<file path="src/rtl/delay_tap_pkg.sv">
`default_nettype none
// ============================================================================
// Module   : delay_tap_pkg
// Purpose  : Shared types and constants for the delay-chain tap monitor.
// Revision : 1.0
// ============================================================================
package delay_tap_pkg;

    localparam int CNT_W    = 16;
    localparam int MM_CNT_W = 8;

    typedef enum logic [1:0] {
        ST_IDLE    = 2'd0,
        ST_ARM     = 2'd1,
        ST_MEASURE = 2'd2,
        ST_DONE    = 2'd3
    } state_t;

    localparam logic [2:0] RD_T0_LO  = 3'd0;
    localparam logic [2:0] RD_T0_HI  = 3'd1;
    localparam logic [2:0] RD_T1_LO  = 3'd2;
    localparam logic [2:0] RD_T1_HI  = 3'd3;
    localparam logic [2:0] RD_T2_LO  = 3'd4;
    localparam logic [2:0] RD_T2_HI  = 3'd5;
    localparam logic [2:0] RD_MM_CNT = 3'd6;
    localparam logic [2:0] RD_STATUS = 3'd7;

endpackage
`default_nettype wire

</file>
<file path="src/rtl/tap_sync_edge.sv">
`default_nettype none
// ============================================================================
// Module   : tap_sync_edge
// Purpose  : Multi-flop synchroniser for one asynchronous tap, plus a pulse on
//            any change of the synchronised value.
// Revision : 1.0
// ============================================================================
module tap_sync_edge #(
    parameter int STAGES = 2
) (
    input  logic clk,
    input  logic rst,
    input  logic async_i,
    output logic sync_o,
    output logic edge_o
);

    logic [STAGES-1:0] r_sync;
    logic              r_prev;

    always_ff @(posedge clk) begin
        if (rst) begin
            r_sync <= '0;
            r_prev <= 1'b0;
        end else begin
            r_sync <= {r_sync[STAGES-2:0], async_i};
            r_prev <= r_sync[STAGES-1];
        end
    end

    assign sync_o = r_sync[STAGES-1];
    assign edge_o = r_sync[STAGES-1] ^ r_prev;

endmodule
`default_nettype wire

</file>
<file path="src/rtl/delay_tap_monitor.sv">
`default_nettype none
// ============================================================================
// Module   : delay_tap_monitor
// Purpose  : Windowed toggle counting and disagreement detection on three
//            delay-chain taps, read back a byte at a time.
// Config   : DELAY_TAP_MISMATCH_EN builds the mismatch detector.
// Revision : 1.0
// ============================================================================
module delay_tap_monitor
    import delay_tap_pkg::*;
#(
    parameter int WIN_W       = 16,
    parameter int SYNC_STAGES = 2,
    parameter int MM_LIMIT    = 4
) (
    input  logic             clk,
    input  logic             rst,
    input  logic [2:0]       tap_i,
    input  logic             start_i,
    input  logic [WIN_W-1:0] window_i,
    input  logic [2:0]       rd_sel_i,
    output logic [7:0]       rd_data_o,
    output logic             busy_o,
    output logic             done_o,
    output logic             mismatch_o,
    output logic             sat_o
);

    localparam logic [CNT_W-1:0] c_cnt_max  = '1;
    localparam logic [CNT_W-1:0] c_cnt_near = {{(CNT_W-1){1'b1}}, 1'b0};

    state_t              r_state;
    logic [WIN_W-1:0]    r_down;
    logic [CNT_W-1:0]    r_cnt [3];
    logic [2:0]          w_sync;
    logic [2:0]          w_edge;
    logic [MM_CNT_W-1:0] w_mm_cnt;
    logic [7:0]          w_rd_byte;
    logic                w_measure;
    logic                w_arm;

    for (genvar g = 0; g < 3; g++) begin : g_tap
        tap_sync_edge #(
            .STAGES (SYNC_STAGES)
        ) u_sync (
            .clk     (clk),
            .rst     (rst),
            .async_i (tap_i[g]),
            .sync_o  (w_sync[g]),
            .edge_o  (w_edge[g])
        );
    end

    assign w_measure = (r_state == ST_MEASURE);
    assign w_arm     = (r_state == ST_ARM);
    assign busy_o    = w_arm || w_measure;
    assign done_o    = (r_state == ST_DONE);

    // The down-counter is loaded in ARM, so the last MEASURE cycle is the one
    // that sees it at 1.
    always_ff @(posedge clk) begin
        if (rst) begin
            r_state <= ST_IDLE;
            r_down  <= '0;
        end else begin
            case (r_state)
                ST_IDLE, ST_DONE: begin
                    if (start_i) r_state <= ST_ARM;
                end
                ST_ARM: begin
                    r_down  <= window_i;
                    r_state <= (window_i == '0) ? ST_DONE : ST_MEASURE;
                end
                ST_MEASURE: begin
                    r_down <= r_down - WIN_W'(1);
                    if (r_down == WIN_W'(1)) r_state <= ST_DONE;
                end
                default: r_state <= ST_IDLE;
            endcase
        end
    end

    always_ff @(posedge clk) begin
        if (rst || w_arm) begin
            for (int i = 0; i < 3; i++) r_cnt[i] <= '0;
            sat_o <= 1'b0;
        end else if (w_measure) begin
            for (int i = 0; i < 3; i++) begin
                if (w_edge[i] && (r_cnt[i] != c_cnt_max)) begin
                    r_cnt[i] <= r_cnt[i] + CNT_W'(1);
                    if (r_cnt[i] == c_cnt_near) sat_o <= 1'b1;
                end
            end
        end
    end

`ifdef DELAY_TAP_MISMATCH_EN
    localparam int RUN_W = $clog2(MM_LIMIT + 1);

    logic [RUN_W-1:0]    r_run;
    logic [MM_CNT_W-1:0] r_mm_cnt;
    logic                r_mismatch;
    logic                w_disagree;

    assign w_disagree = !((w_sync[0] == w_sync[1]) && (w_sync[1] == w_sync[2]));

    // The run length parks at MM_LIMIT so one long disagreement is one episode.
    always_ff @(posedge clk) begin
        if (rst || w_arm) begin
            r_run      <= '0;
            r_mm_cnt   <= '0;
            r_mismatch <= 1'b0;
        end else if (w_measure && w_disagree) begin
            if (r_run != RUN_W'(MM_LIMIT)) r_run <= r_run + RUN_W'(1);
            if (r_run == RUN_W'(MM_LIMIT - 1)) begin
                r_mismatch <= 1'b1;
                if (r_mm_cnt != '1) r_mm_cnt <= r_mm_cnt + MM_CNT_W'(1);
            end
        end else begin
            r_run <= '0;
        end
    end

    assign mismatch_o = r_mismatch;
    assign w_mm_cnt   = r_mm_cnt;
`else
    logic w_unused_cfg;

    assign w_unused_cfg = (^w_sync) ^ (MM_LIMIT > 0);
    assign mismatch_o   = 1'b0;
    assign w_mm_cnt     = '0;
`endif

    always_comb begin
        w_rd_byte = 8'h00;
        case (rd_sel_i)
            RD_T0_LO:  w_rd_byte = r_cnt[0][7:0];
            RD_T0_HI:  w_rd_byte = r_cnt[0][15:8];
            RD_T1_LO:  w_rd_byte = r_cnt[1][7:0];
            RD_T1_HI:  w_rd_byte = r_cnt[1][15:8];
            RD_T2_LO:  w_rd_byte = r_cnt[2][7:0];
            RD_T2_HI:  w_rd_byte = r_cnt[2][15:8];
            RD_MM_CNT: w_rd_byte = w_mm_cnt;
            RD_STATUS: w_rd_byte = {4'b0000, sat_o, mismatch_o, done_o, busy_o};
            default:   w_rd_byte = 8'h00;
        endcase
    end

    always_ff @(posedge clk) begin
        if (rst) rd_data_o <= 8'h00;
        else     rd_data_o <= w_rd_byte;
    end

endmodule
`default_nettype wire

</file>
<file path="config.mk">
export PLATFORM = sky130hd
export DESIGN_NAME = delay_tap_monitor
export DESIGN_NICKNAME = d
export VERILOG_FILES = /design/src/rtl/delay_tap_pkg.sv /design/src/rtl/tap_sync_edge.sv /design/src/rtl/delay_tap_monitor.sv
export SDC_FILE = /design/constraint.sdc
export NUM_CORES = 1
export LEC_CHECK = 0
export CORE_MARGIN = 3
export CORE_UTILIZATION = 64
export CTS_CLUSTER_SIZE = 24
export DETAILED_ROUTE_END_ITERATION = 16
export DONT_BUFFER_PORTS = 1
export GPL_TIMING_DRIVEN = 0
export PLACE_DENSITY = 0.88
export SLEW_MARGIN = 5
export SYNTH_ARGS = -nofsm -noshare
export SYNTH_HDL_FRONTEND = slang
export SYNTH_SLANG_ARGS = --single-unit
</file>
<file path="constraint.sdc">
create_clock -name clk -period 2.9 [get_ports clk]
set_input_delay 0.435 -clock clk [delete_from_list [all_inputs] [get_ports clk]]
set_output_delay 0.435 -clock clk [all_outputs]
set_load 0.03 [all_outputs]
</file>
Word level (Yosys, flattened, before mapping)
Memories as Yosys holds them, arrays and structs flattened.
Cells that the tools add are included.
{"block": "word_totals", "in_bits": 25, "register_bits": 36, "memories": 1, "mem_bits_rw": 48}
{"block": "classes", "n_reduce_logical": 11, "n_eq_ne": 19, "n_bitwise": 6, "n_addsub": 4, "muxes": 29}
{"memory": "r_cnt", "words": 3, "word_bits": 16, "read_ports": 3, "rd_clocked_by_memory_dff": 0, "wr": 3, "line": "delay_tap_monitor.sv:34", "text": "logic [CNT_W-1:0] r_cnt [3];"}
{"op": "case mux 8 bit (8 select lines)", "count": 1}
{"op": "adder 16 x 1 -> 16 bit, second input constant", "count": 3}
{"op": "== test 16 bit, second input constant", "count": 3}
{"op": "two-way mux 16 bit", "count": 3}
{"op": "!= test 16 bit, second input constant", "count": 3}
{"op": "case mux 16 bit (2 select lines)", "count": 1}
{"op": "two-way mux 1 bit", "count": 21}
{"op": "== test 16 x 1 -> 1 bit, second input constant", "count": 1}
{"op": "zero test 16 bit", "count": 1}
{"op": "subtractor 16 x 1 -> 16 bit, second input constant", "count": 1}
{"op": "== test 3 bit, second input constant", "count": 4}
{"op": "== test 3 x 2 -> 1 bit, second input constant", "count": 2}
{"op": "case mux 2 bit (3 select lines)", "count": 1}
{"op": "== test 2 bit, second input constant", "count": 2}
{"op": "two-way mux 2 bit", "count": 2}
{"op": "== test 3 x 1 -> 1 bit, second input constant", "count": 1}
{"op": "logical AND 1 bit", "count": 3}
{"op": "zero test 3 bit", "count": 1}
{"op": "OR 1 bit", "count": 3}
{"op": "bitwise XOR 1 bit", "count": 3}
{"op": "== test 2 x 1 -> 1 bit, second input constant", "count": 1}
{"op": "zero test 2 bit", "count": 1}
{"op": "logical OR 1 bit", "count": 2}
{"op": "!= test 2 x 1 -> 1 bit, second input constant", "count": 1}
{"op": "other kinds (4)", "count": 4}

Logic depth before layout (Yosys ltp)
Gate-level depths: netlist of run 1.
An unclocked memory read counts as a cell.
{"block": "depth", "depth_word": 8, "mapped_depth": 9}

Modules after synthesis
A second synthesis of run 1 with hierarchy kept.
{"block": "hier_totals", "cells_unflattened": 539, "hier_area_um2": 5017.3}
{"mod": "delay_tap_monitor", "seq_area_each_um2": 1981.9, "n_inst": 1, "cells_per_inst": 518, "area_per_inst_um2": 4754.6}
{"mod": "tap_sync_edge", "seq_area_each_um2": 60.1, "n_inst": 3, "cells_per_inst": 7, "area_per_inst_um2": 87.6}

Worst setup path before layout of run 1
OpenSTA, ideal clock, no wires.
{"block": "synth_path", "kind": "reg-to-reg", "start": "mem r_cnt[0][0]", "end": "mem r_cnt[0][0] (data pin)", "path_buffers": 2, "t_required_ps": 2625, "synth_period_minus_slack_ps": 2162, "arrival_ps": 1887, "path_stages_with_launch": 8, "setup_time_ps": 275, "path_slack_ps": 738, "cell_sequence": "edfxtp_1 -> ha_1 -> nand3_2 -> or4_4 -> a22oi_2 -> buf_4 -> buf_6 -> a211oi_1"}
{"item": "from (decl)", "line": "delay_tap_monitor.sv:34"}

Final worst setup path of run 1
{"block": "layout_path", "start": "reg r_state[0]", "end": "out busy_o"}
{"block": "layout_via", "elab_chain_len": 2, "elab_cells_between_ends": 3, "cone_classes": "eq/ne (2); reduce/logical (1)"}
{"item": "from (decl)", "line": "delay_tap_monitor.sv:32", "text": "state_t r_state;"}
{"item": "from (signal assigned)", "line": "delay_tap_monitor.sv:72", "text": "r_state <= (window_i == '0) ? ST_DONE : ST_MEASURE;"}
{"item": "== test 2 x 1 -> 1 bit / == test 2 bit (equally long branches)", "line": "delay_tap_monitor.sv:55, delay_tap_monitor.sv:54"}
{"item": "logical OR 1 bit *", "line": "delay_tap_monitor.sv:56", "text": "assign busy_o = w_arm || w_measure;"}
{"item": "to (decl)", "line": "delay_tap_monitor.sv:23", "text": "output logic busy_o,"}
Mark *: on every way between the ends. The rest lies on a longest branch, timed or not.

==> impl_metrics.yaml, run 1 <==
run_status:
  outcome: "completed"
timing:
  rsz0062_at_grt: "no"
  tightest_slew_ns: 0.785
  fin_ws_ns: 0.162
  slew_headroom: 0.476
  final_hold_viol_count: 0
  fin_skew_ns: 0.0128
  max_freq_mhz: 365
  setup_viol: 0
  fin_crit_sh: 0.944
  maxSlewViolCount: 0
  period_minus_slack_ns: 2.74
  setup_tns_ns: 0
clock_tree:
  cts_tree: "built"
  clk_pin_slew_ns: 0.09
  cts_inserted_buffers: 9
  cts_resized: 0
  cts_hold_buf: 0
  root_buffer: "clkbuf_8"
  clock-sinks: 84
  h-tree-depth: 3
  postCtsSetupRepairBufs: 0
  clockBufferDepth: 2
  worstSkewPairLatency_ns: 0.38
layout:
  area_growth_pct: 6.83
  stdcell_count: 654
  drive_gt1_frac: 0.0757
  diodes: 0
  final_nets: 586
  final_util: 0.730
global_routing:
  antenna_found_initial: 0
  grt_max_degree: 17
  grt_pass1_vias: 4290
  grt_first_pass_wirelength_um: 21100
  grtUsageTotal: 0.300
  grt_overflow_total: 0
synthesis:
  synth_fa_ha_area_frac: 0.0269
  synth_simple_gate_area_frac: 0.224
  yosysMostFrequentCell: "a211oi_1"
  synth_area_leaders: "edfxtp_1 (28%), dfxtp_1 (14%), a211oi_1 (7.2%)"
  synthCells: 539
  synth_top_family_by_area: "simple AND/OR/NAND/NOR gates"
  synth_cell_types: 66
  synth-seq-cells: 84
  synth_top_area_frac: 0.282
  synth_mux_area_frac: 0.0286
  synth_flop_cell: "edfxtp_1"
  yosysWarnings: 0
  syn_nets: 575
  synth_compound_area_frac: 0.179
  syn_avg_cell_area_um2: 9.49
  synth-xor-area-share: 0.0685
  seq_area_frac_synth: 0.423
  synth_common_cells: "a211oi_1 (49), edfxtp_1 (48), nor2_1 (40)"
  synth_area_um2: 5110
  synthArstFlopShare: 0
  synth_edf_count: 48
  synth_largest_area_cell: "edfxtp_1"
power_and_ir_drop:
  leakagePower_uw: 0.00176
  p_comb_frac: 0.363
  seqPwrFrac: 0.435
  clkPwrFrac: 0.202
  netSwitchingFraction: 0.423
  ir_worst_vdd_mv: 0.430
  p_int_uw: 2700
  power.switching_uw: 1980
  cellPowerDensity_nw_per_um2: 856
worst_setup_path:
  start_kind: "flop"
  r2r_start: "r_cnt[0][19]"
  worstPathMaxFanout: 10
  endpoint_kind: "primary output"
  critPathArrivalTime_ns: 2.30
  cp.required_ns: 2.47
  crit_start: "r_state[0]"
  path_class: "flop to primary output"
place:
  place_ws_ns: 0.285
  placed_cells: 638
  hpwl_um: 9300
  place_congestion: 0.967
  portBuffers: 0
floorplanning:
  dieHeight_um: 95.4
  ios: 37
  dieWidth_um: 95.4
  rows: 31
  core_um2: 7490
  start_util: 0.683
  fp.dieArea_um2: 9100
route:
  drtIter0Drc: 409
  drc: 0
  vias: 4490
  drt-total-wl_um: 13000
  drtAntennaViolNets: 0
  drt_first_pass_iters: 5
  viasPerCell: 6.87
  wl_per_cell_um: 19.9
hold_path:
  min_from: "tap_i[2]"
  hp-class: "primary input to flop"
run:
  cap_viol_max_count: 0
[flip-flops by register name, indices dropped and copies added, names as in the netlist]
name                 cells
r_down                  16
g_tap.u_sync.r_sync      6
r_state                  2
g_tap.u_sync.r_prev      3
r_cnt                   48
rd_data_o                8
sat_o                    1
[critical path: stages (launching register included)]
cell      delay, ns
dfxtp_1        0.42
inv_1          0.10
ha_1           0.34
clkbuf_1       0.28
inv_1          0.20
clkbuf_1       0.60
[cells in the final DEF, fill, tap and decap left out, types with 3 or more instances in the layout]
cell type,Yosys,layout
a222oi_1,4,4
a221oi_1,6,6
and3_1,3,3
buf_1,6,6
clkbuf_8,0,9
o211ai_1,3,3
nand4_1,16,16
clkbuf_1,23,23
buf_4,3,3
nor2b_1,16,16
nand3_1,22,22
xnor2_1,27,27
ha_1,11,11
inv_1,21,21
a211oi_1,49,49
nor4b_1,4,4
nor4_1,14,14
and4_1,3,3
nor3_1,27,27
and2_1,3,3
nor2_1,40,40
buf_2,4,4
or3_1,6,6
a31oi_1,3,3
a21oi_1,16,16
nor3b_1,8,8
or4_1,5,5
xor2_1,13,13
mux2i_1,9,9
edfxtp_1,48,48
dfxtp_1,36,36
o21ai_0,13,13
nand2b_1,3,3
mux2_2,5,5
nand2_1,25,25
a22oi_1,4,4
[layout make-up]
| type | instances | area (um2) |
|---|---|---|
| multi-input cells | 395 | 2700 |
| plain buffers | 38 | 174 |
| fillers | 555 | 2020 |
| inverters | 22 | 82.6 |
| clock inverters | 6 | 76.3 |
| clock buffers | 10 | 149 |
| well taps | 99 | 124 |
| flip-flops and latches | 84 | 2160 |
[metal layers]
layer	global-route usage	share of wire
met5	0	0
met4	0.129	0.032
met3	0.0616	0.084
met2	0.481	0.48
met1	0.395	0.41
[power groups by stage]
stage          logic, uW  clock network (uW)  registers (uW)
6_report            1700                 946            2030
5_1_grt             1830                 990            2080
4_1_cts             1660                 949            2020
2_1_floorplan       1270                   0            1920
3_3_place_gp        1570                   0            2010
3_5_place_dp        1640                   0            2040
[per-stage QoR]
stage	hold WS, ns	area, um2	total power, uW
floorplan	0.414	5110	3190
global placement	0.431	5240	3580
detailed placement	0.431	5240	3680
CTS	0.178	5460	4620
global route	0.188	5460	4900
finish	0.187	5460	4680
[cells by family (layout without fill, tap and decap cells)]
| logic type | after synthesis | after routing |
|---|---|---|
| AO/OA/AOI/OAI | 123 | 123 |
| multiplexers | 14 | 14 |
| XOR/XNOR | 40 | 40 |
| other | 1 | 1 |
| adder cells (fa/ha/maj) | 11 | 11 |
| flip-flops | 84 | 84 |
| AND/OR/NAND/NOR | 206 | 206 |
| buffers and inverters | 60 | 76 |
[worst paths after layout]
kind / endpoint / slack (ns) / cells past startpoint
min reg2reg: g_tap[0].u_sync.r_sync[1] / 0.45 / 1
max: busy_o / 0.16 / 5
max reg2reg: r_cnt[0][24] / 0.19 / 6
min: g_tap[2].u_sync.r_sync[0] / 0.19 / 1
(Power assumes the default switching activity.)
==> run 2: changes to the inputs <==
--- a/config.mk
+++ b/config.mk
@@ -12,7 +12,7 @@
 export DONT_BUFFER_PORTS = 1
 export GPL_TIMING_DRIVEN = 0
 export PLACE_DENSITY = 0.88
-export SLEW_MARGIN = 5
+export SLEW_MARGIN = 20
 export SYNTH_ARGS = -nofsm -noshare
 export SYNTH_HDL_FRONTEND = slang
 export SYNTH_SLANG_ARGS = --single-unit
==> results of run 2 <==
No change in the layout: final DEF, timing and power equal those of run 1.
